## config.mk

```make
export PLATFORM = sky130hd
export DESIGN_NAME = dist_fx_ctrl
export DESIGN_NICKNAME = d
export VERILOG_FILES = /design/src/rtl/dist_pkg.sv /design/src/rtl/dist_fade_ramp.sv /design/src/rtl/dist_fx_ctrl.sv
export SDC_FILE = /design/constraint.sdc
export NUM_CORES = 1
export LEC_CHECK = 0
export CAP_MARGIN = 20
export CORE_ASPECT_RATIO = 0.5
export CORE_MARGIN = 5
export CORE_UTILIZATION = 50
export DETAILED_ROUTE_END_ITERATION = 6
export PLACE_DENSITY = 0.86
export SLEW_MARGIN = 40
export SYNTH_ARGS = -nofsm -noshare
export SYNTH_HDL_FRONTEND = slang
export SYNTH_SLANG_ARGS = --single-unit
export TNS_END_PERCENT = 10
```

## constraint.sdc

```tcl
create_clock -name clk -period 4.85 [get_ports clk]
set_input_delay 0.97 -clock clk [delete_from_list [all_inputs] [get_ports clk]]
set_output_delay 0.97 -clock clk [all_outputs]
set_load 0.02 [all_outputs]
```

## src/rtl/dist_pkg.sv

```systemverilog
// dist_pkg: shared types and constants for the clipping-distortion controller.
package dist_pkg;
  typedef enum logic [1:0] {BYPASS, FADE_IN, ACTIVE, FADE_OUT} state_t;
  typedef logic [2:0] lim_idx_t;
  localparam logic [7:0] UNITY_GAIN = 8'd128;
  localparam logic [15:0] LIM_TABLE [8] = '{16'd250, 16'd500, 16'd750, 16'd1000,
                                            16'd2000, 16'd4000, 16'd8000, 16'd16000};
endpackage

```

## src/rtl/dist_fade_ramp.sv

```systemverilog
// dist_fade_ramp: wet-gain register stepping up or down by FADE_STEP, clamped to 0..UNITY_GAIN.
module dist_fade_ramp
  import dist_pkg::*;
#(
  parameter int FADE_STEP = 4
) (
  input  logic       clk,
  input  logic       rst,
  input  logic       step_en,
  input  logic       up,
  output logic [7:0] gain,
  output logic [7:0] gain_nxt
);
  localparam logic [8:0] STEP = 9'(FADE_STEP);
  logic [7:0] gain_q, gain_d;
  logic [8:0] sum;
  always_comb begin
    sum = up ? {1'b0, gain_q} + STEP : {1'b0, gain_q} - STEP;
    gain_nxt = up ? ((sum >= {1'b0, UNITY_GAIN}) ? UNITY_GAIN : sum[7:0])
                  : (({1'b0, gain_q} <= STEP) ? 8'd0 : sum[7:0]);
    gain_d = step_en ? gain_nxt : gain_q;
  end
  always_ff @(posedge clk) gain_q <= rst ? 8'd0 : gain_d;
  assign gain = gain_q;
endmodule

```

## src/rtl/dist_fx_ctrl.sv

```systemverilog
// dist_fx_ctrl: wet/dry crossfade FSM and drive/limit settings; optional clip LED under DIST_CLIP_LED_EN.
module dist_fx_ctrl
  import dist_pkg::*;
#(
  parameter int MAX_DRIVE     = 4,
  parameter int DEFAULT_DRIVE = 4,
  parameter int DEFAULT_LIM   = 3,
  parameter int FADE_STEP     = 4
) (
  input  logic        clk,
  input  logic        rst,
  input  logic        sample_tick,
  input  logic        enable_sw,
  input  logic        drive_up,
  input  logic        drive_dn,
  input  logic        lim_up,
  input  logic        lim_dn,
`ifdef DIST_CLIP_LED_EN
  input  logic        clip_flag,
  output logic        clip_led,
`endif
  output logic [2:0]  drive_shift,
  output logic [15:0] limit,
  output logic [7:0]  mix_gain,
  output logic        fx_active,
  output logic        busy
);
  localparam logic [2:0] MAX_D = 3'(MAX_DRIVE);
  state_t     state_q, state_d;
  logic       en_m_q, en_s_q;
  logic       du_q, dd_q, lu_q, ld_q, du_d, dd_d, lu_d, ld_d;
  logic [2:0] drive_q, drive_d;
  lim_idx_t   lim_q, lim_d;
  logic [15:0] limit_q, limit_d;
  logic       step_en;
  logic [7:0] gain_nxt;
  dist_fade_ramp #(.FADE_STEP(FADE_STEP)) u_ramp (
    .clk(clk), .rst(rst), .step_en(step_en), .up(en_s_q), .gain(mix_gain), .gain_nxt(gain_nxt)
  );
  // The ramp always steps toward the synchronized switch, so reversals start from the current gain.
  always_comb begin
    step_en = sample_tick && ((state_q == FADE_IN) || (state_q == FADE_OUT) ||
              (state_q == BYPASS && en_s_q) || (state_q == ACTIVE && !en_s_q));
    state_d = !step_en ? state_q
            : en_s_q ? ((gain_nxt == UNITY_GAIN) ? ACTIVE : FADE_IN)
            : ((gain_nxt == 8'd0) ? BYPASS : FADE_OUT);
    du_d = !sample_tick && (du_q || drive_up);
    dd_d = !sample_tick && (dd_q || drive_dn);
    lu_d = !sample_tick && (lu_q || lim_up);
    ld_d = !sample_tick && (ld_q || lim_dn);
    drive_d = !sample_tick ? drive_q
            : ((du_q || drive_up) && !(dd_q || drive_dn) && drive_q < MAX_D) ? drive_q + 3'd1
            : ((dd_q || drive_dn) && !(du_q || drive_up) && drive_q != 3'd0) ? drive_q - 3'd1
            : drive_q;
    lim_d = !sample_tick ? lim_q
          : ((lu_q || lim_up) && !(ld_q || lim_dn) && lim_q != 3'd7) ? lim_q + 3'd1
          : ((ld_q || lim_dn) && !(lu_q || lim_up) && lim_q != 3'd0) ? lim_q - 3'd1
          : lim_q;
    limit_d = LIM_TABLE[lim_d];
  end
  always_ff @(posedge clk) begin
    if (rst) begin
      state_q <= BYPASS;
      {en_m_q, en_s_q} <= 2'b00;
      {du_q, dd_q, lu_q, ld_q} <= 4'b0000;
      drive_q <= 3'(DEFAULT_DRIVE);
      lim_q <= lim_idx_t'(DEFAULT_LIM);
      limit_q <= LIM_TABLE[DEFAULT_LIM];
    end else begin
      state_q <= state_d;
      {en_m_q, en_s_q} <= {enable_sw, en_m_q};
      {du_q, dd_q, lu_q, ld_q} <= {du_d, dd_d, lu_d, ld_d};
      drive_q <= drive_d;
      lim_q <= lim_d;
      limit_q <= limit_d;
    end
  end
  assign drive_shift = drive_q;
  assign limit = limit_q;
  assign fx_active = state_q == ACTIVE;
  assign busy = (state_q == FADE_IN) || (state_q == FADE_OUT);
`ifdef DIST_CLIP_LED_EN
  // Loaded with 4801 so the LED covers the clip tick plus 4800 further ticks.
  logic [12:0] clip_q, clip_d;
  always_comb clip_d = !sample_tick ? clip_q : clip_flag ? 13'd4801 : clip_q - 13'(clip_q != 13'd0);
  always_ff @(posedge clk) clip_q <= rst ? 13'd0 : clip_d;
  assign clip_led = clip_q != 13'd0;
`endif
endmodule

```

==> results of run 1 <==
[registers in the layout, summed over array words and instances, names as in the netlist]
name	flops
drive_shift	3
du_q	1
ld_q	1
state_q	2
en_s_q	1
limit	13
en_m_q	1
u_ramp.gain	8
dd_q	1
lu_q	1
lim_q	2
[area by class of cell]
cell class	instances	area, µm²
fillers	286	1200
multi-input cells	142	997
flip-flops and latches	34	681
repair buffers	34	338
clock buffers	5	68.8
well taps	51	63.8
clock inverters	3	45.0
inverters	10	37.5
[cell families (layout without fill, tap and decap cells)]
kind of cell / Yosys count / count (layout)
flip-flops: 34 / 34
multiplexers: 3 / 3
AO/OA/AOI/OAI: 39 / 39
adder cells (fa/ha/maj): 12 / 12
AND/OR/NAND/NOR: 78 / 78
XOR/XNOR: 7 / 7
buffers and inverters: 24 / 52
other: 1 / 3
[worst reg2reg max path, delay by kind of cell (launching register included)]
family	cells	cell delay, ns
DFF	1	0.33
adders and majority gates	3	0.66
and+or+nand+nor	2	0.19
buffers and inverters	1	0.10
AOI/OAI and AO/OA	3	1.02
[cell usage in the layout (no fill, tap or decap), types with 2 or more instances in the layout]
master,Yosys,layout
mux2i_1,2,2
o21bai_1,2,2
o21ai_1,6,6
nor2b_1,4,4
a21oi_1,7,7
clkbuf_8,0,5
clkinvlp_4,0,2
nor3_1,11,11
nand3_1,4,4
inv_1,9,9
o41ai_1,3,3
nand2b_1,8,8
nand4_1,3,3
ha_1,11,11
or3_1,4,4
nor4_1,3,3
conb_1,1,3
nor3b_1,3,3
clkdlybuf4s50_1,0,33
nor2_1,12,12
xor2_1,4,4
dfxtp_1,34,34
nand3b_1,5,5
xnor2_1,3,3
a211oi_1,2,2
nand2_1,12,12
[final timing paths]
kind	to	slack, ns	cells past startpoint
worst max-delay path	limit[5]	1.76	6
worst min-delay path	en_s_q	0.45	1
worst max register to register	limit[2]	2.41	9
worst min register to register	en_s_q	0.45	1
[metal layers]
layer	vias to the layer above	track usage (%)	wire (µm)
met3	5	5.88	192
li1	759	-	-
met4	0	3.83	29
met5	-	0	0
met1	707	18.0	1680
met2	31	28.0	1830
[where the power goes]
group          switching [mW]  total, mW  internal (mW)  leakage [nW]
sequential             0.0137      0.311          0.297         0.278
combinational          0.0898      0.164         0.0740         0.524
clock                   0.110      0.263          0.153        0.0504
==> results.tsv, run 1 <==
metric	value	unit
cts_tree	built	
wl_per_cell	13.4	µm
io_pins	37	
overflow	0	
synth-main-ff-cell	dfxtp_1	
area_growth	24.7	%
hold_start	en_m_q	
synthTopCellsByArea	dfxtp_1 (38%), ha_1 (7.7%), nor3_1 (3.1%), nand2b_1 (2.8%), nand2_1 (2.5%)	
path_clk_slew	0.08	ns
synth_compound_area_share	16.6	%
synth_area	1790	µm²
period_needed	3.09	ns
setup_tns	0	ns
final_layout_size_suffix_gt1_share	7.46	%
htree_levels	2	
core_area	3430	µm²
path_cells	clkdlybuf4s50_1 -> nor3b_1 -> a31oi_1 -> a21o_1 -> ha_1 -> or3_1	
leakagePower	0.853	nW
initial_core_util	52.1	%
power.total	738	µW
fin_nets	247	
dp.cells	271	
place_ws	1.50	ns
fin_ws	1.76	ns
die_w	94.6	µm
crit_family	buffers and inverters	
synthArstFlopShare	0	%
syn_inst	198	
min_path_type	reg2reg	
drv_cap	0	
row_count	15	
first_pass_iters	4	
synthAdderAreaFrac	8.81	%
cts_buffer_depth	2	
finalNonFillerCells	279	
fin_area	2230	µm²
synth_xor_area_share	3.43	%
synth-simple-area-share	24.3	%
viasPerCell	5.38	
startpoint_type	input port	
cpPeakStageDelay	0.83	ns
grt_pass1_wl	6060	µm
ctsHoldBuffers	0	
clkLatencyLatePin	0.29	ns
grt_pass1_vias	1368	
worstMarginPinSlew	0.685	ns
yosysTopAreaCellShare	38.0	%
required	5.03	ns
globalplace.congestion	0.839	
cts_buffers	5	
peakVddDrop	0.000181	V
drtAntennaViolNets	0	
whs	0.451	ns
synthTopCellsByCount	dfxtp_1 (34), nand2_1 (12), nor2_1 (12), ha_1 (11), nor3_1 (11)	
worst-path-max-fanout	17	
slew_headroom	54.1	%
yosysMostFrequentCell	dfxtp_1	
die_y	52.3	µm
critPathSlowestCell	clkdlybuf4s50_1	
finalHoldViolations	0	
dieArea	4950	µm²
period_share	63.7	%
synth_top_family_by_area	simple AND/OR/NAND/NOR gates	
critPathLaunch	sample_tick	
portBuffers	33	
grt.total_usage	15.7	%
cts_setup_buffers	0	
status	finished, final reports clean	
critical_path.endpoint_type	flop	
synth_edf_count	0	
synth.avg_cell_area	9.04	µm²
drc	0	
dp_hpwl	2790	µm
synth_area_leader_cell	dfxtp_1	
yosys_warnings	0	
cts-resized-gates	0	
ys_types	58	
vias	1502	
ys_ff_latch	34	
drtIter0Drc	55	
critical_path_class	in2reg	
critPathBufInv	1	
clockRootBuffer	clkbuf_8	
grt_max_degree	21	
reg2reg_from	lim_q[0]	
insertedDiodeCount	0	
clock.fmax	324	MHz
rsz0062_at_grt	no	
powerDensity	331	nW/µm²
finalWirelength	3730	µm
postLayoutCoreUtil	65.0	%
ys_seq_area_share	38.0	%
cts_sinks	34	
muxShareOfSynthArea	1.96	%
skew	0.00573	ns
antenna_found_initial	0	
drv_slew	0	
arrival	3.27	ns
setup_viol	0	
place_area	2120	µm²
No activity file was read; power rests on OpenSTA's default activity.
==> run 2: changes to the inputs <==
CORE_UTILIZATION = 46   (was 50)
PLACE_DENSITY = 0.84   (was 0.86)
clock period = 2.8 ns   (was 4.85 ns; I/O delays follow)
==> run 2 against run 1 <==
Effect of this change:
- core utilization shrank 5.9 points
- hold slack better by 0.0037 ns
- wire length rose by 3.9%
- sequential share of layout area fell by 0.36 points
- clock power up 73%
- sequential power up 73%
==> results.tsv, run 2 (synthesis results as in run 1) <==
metric	value	unit	change
startpoint_type	input port		
clock.fmax	427	MHz	
worst-path-max-fanout	5		-12
wl_per_cell	13.6	µm	+1.7%
cpPeakStageDelay	0.51	ns	-0.32 ns
slew_headroom	61.2	%	+7.1 points
path_clk_slew	0.07	ns	about the same
cts_buffer_depth	2		unchanged
setup_viol	0		unchanged
largest_register_ffs	13		unchanged
ctsHoldBuffers	0		unchanged
io_pins	37		unchanged
layout_commonest_cell	dfxtp_1		
critical_path.endpoint_type	flop		
finalNonFillerCells	285		+2.2%
area_growth	26.2	%	
htree_levels	2		unchanged
finalWirelength	3880	µm	+3.9%
core_area	3820	µm²	+11%
initial_core_util	46.8	%	-5.3 points
internal_power	913	µW	+74%
power_switching	375	µW	+75%
critPathBufInv	2		+1
arrival	2.55	ns	-0.72 ns
period_needed	2.34	ns	
cts_tree	built		
p_clk_share	35.5	%	-0.2 points
clockRootBuffer	clkbuf_8		
leakagePower	0.867	nW	+1.7%
antenna_found_initial	0		unchanged
period_share	83.6	%	
clkLatencyLatePin	0.29	ns	about the same
die_w	98.2	µm	+3.8%
drtAntennaViolNets	0		unchanged
viasPerCell	5.42		+0.70%
required	3.01	ns	-2.02 ns
drv_slew	0		unchanged
crit_family	simple AND/OR/NAND/NOR gates		
whs	0.455	ns	+0.00366 ns
grt.total_usage	16.2	%	+0.44 points
powerDensity	570	nW/µm²	+72%
rsz0062_at_grt	no		
cts-resized-gates	0		unchanged
path_cells	clkdlybuf4s50_1 -> nor3b_1 -> nand2_1 -> a21oi_1 -> a21o_1 -> inv_2 -> ha_1 -> nor3_1		
critical_path_class	in2reg		
finalHoldViolations	0		unchanged
globalplace.congestion	0.902		+7.5%
die_y	54.1	µm	+3.4%
netSwitchingFraction	29.1	%	+0.12 points
grt_max_degree	21		unchanged
final_layout_size_suffix_gt1_share	8.66	%	+1.2 points
drc	0		unchanged
min_path_type	reg2reg		
fin_nets	250		+1.2%
critPathSlowestCell	clkdlybuf4s50_1		
peakVddDrop	0.000265	V	+46%
cts_buffers	5		unchanged
fin_area	2260	µm²	+1.2%
row_count	16		+1
power.total	1.29	mW	+74%
drtIter0Drc	30		-45%
most-common-layout-cells	dfxtp_1 (34), clkdlybuf4s50_1 (33), nand2_1 (12), nor2_1 (12)		
first_pass_iters	4		unchanged
place_area	2140	µm²	+1.2%
portBuffers	33		unchanged
worstMarginPinSlew	0.580	ns	-0.104 ns
grt_pass1_vias	1473		+7.7%
overflow	0		unchanged
vias	1545		+2.9%
cts_setup_buffers	0		unchanged
cts_sinks	34		unchanged
status	finished, final reports clean		
skew	0.00357	ns	-0.00216 ns
grt_pass1_wl	6710	µm	+11%
pwr-share-seq	41.9	%	-0.2 points
setup_tns	0	ns	unchanged
insertedDiodeCount	0		unchanged
combPwrFrac	22.7	%	+0.5 points
dp.cells	277		+2.2%
dp_hpwl	2840	µm	+1.7%
drv_cap	0		unchanged
dieArea	5310	µm²	+7.4%
-- run 2: worst reg2reg max path: cells and delay by family, from the launching register on --
| kind | cells | cell delay [ns] |
|---|---|---|
| AND/OR/NAND/NOR | 2 | 0.76 |
| flip-flops | 1 | 0.61 |
| AO/OA/AOI/OAI | 2 | 0.45 |
| multiplexers | 1 | 0.36 |
-- run 2: metrics by stage --
stage / utilization, % / setup WS, ns
5_1_grt: 59.0 / 0.287
2_1_floorplan: - / 0.564
6_report: 59.0 / 0.460
3_3_place_gp: 56.1 / 0.259
3_5_place_dp: 56.1 / 0.166
4_1_cts: 59.0 / 0.460
-- run 2: final cells by class --
class                           instances  area (µm²)
Tap cell                               54        67.6
Timing Repair Buffer                   37         360
Inverter                               10        37.5
Sequential cell                        34         681
Fill cell                             334        1570
Clock inverter                          3        45.0
Clock buffer                            5        68.8
Multi-Input combinational cell        142         997
-- run 2: final timing paths --
| path | startpoint | endpoint | slack [ns] | depth (start not counted) |
|---|---|---|---|---|
| worst min register to register | en_m_q | en_s_q | 0.45 | 1 |
| worst max-delay path | sample_tick | limit[11] | 0.46 | 8 |
| worst max register to register | en_s_q | state_q[0] | 0.52 | 5 |
| worst min-delay path | en_m_q | en_s_q | 0.45 | 1 |
-- run 2: per-layer routing --
| layer | vias to the layer above | share of wire (%) | GRT usage, % |
|---|---|---|---|
| met4 | 0 | 2.0 | 8.62 |
| met1 | 739 | 44 | 18.4 |
| met5 | - | 0 | 0 |
| met2 | 36 | 49 | 28.7 |
| met3 | 10 | 4.8 | 4.53 |
| li1 | 760 | - | - |
-- run 2: power groups by stage --
| stage | combinational (mW) | clock (mW) | sequential (mW) |
|---|---|---|---|
| after global routing | 0.321 | 0.487 | 0.544 |
| after global placement | 0.281 | 0 | 0.549 |
| after floorplan | 0.172 | 0 | 0.571 |
| final | 0.292 | 0.456 | 0.539 |
| after detailed placement | 0.291 | 0 | 0.550 |
| after CTS | 0.294 | 0.465 | 0.539 |
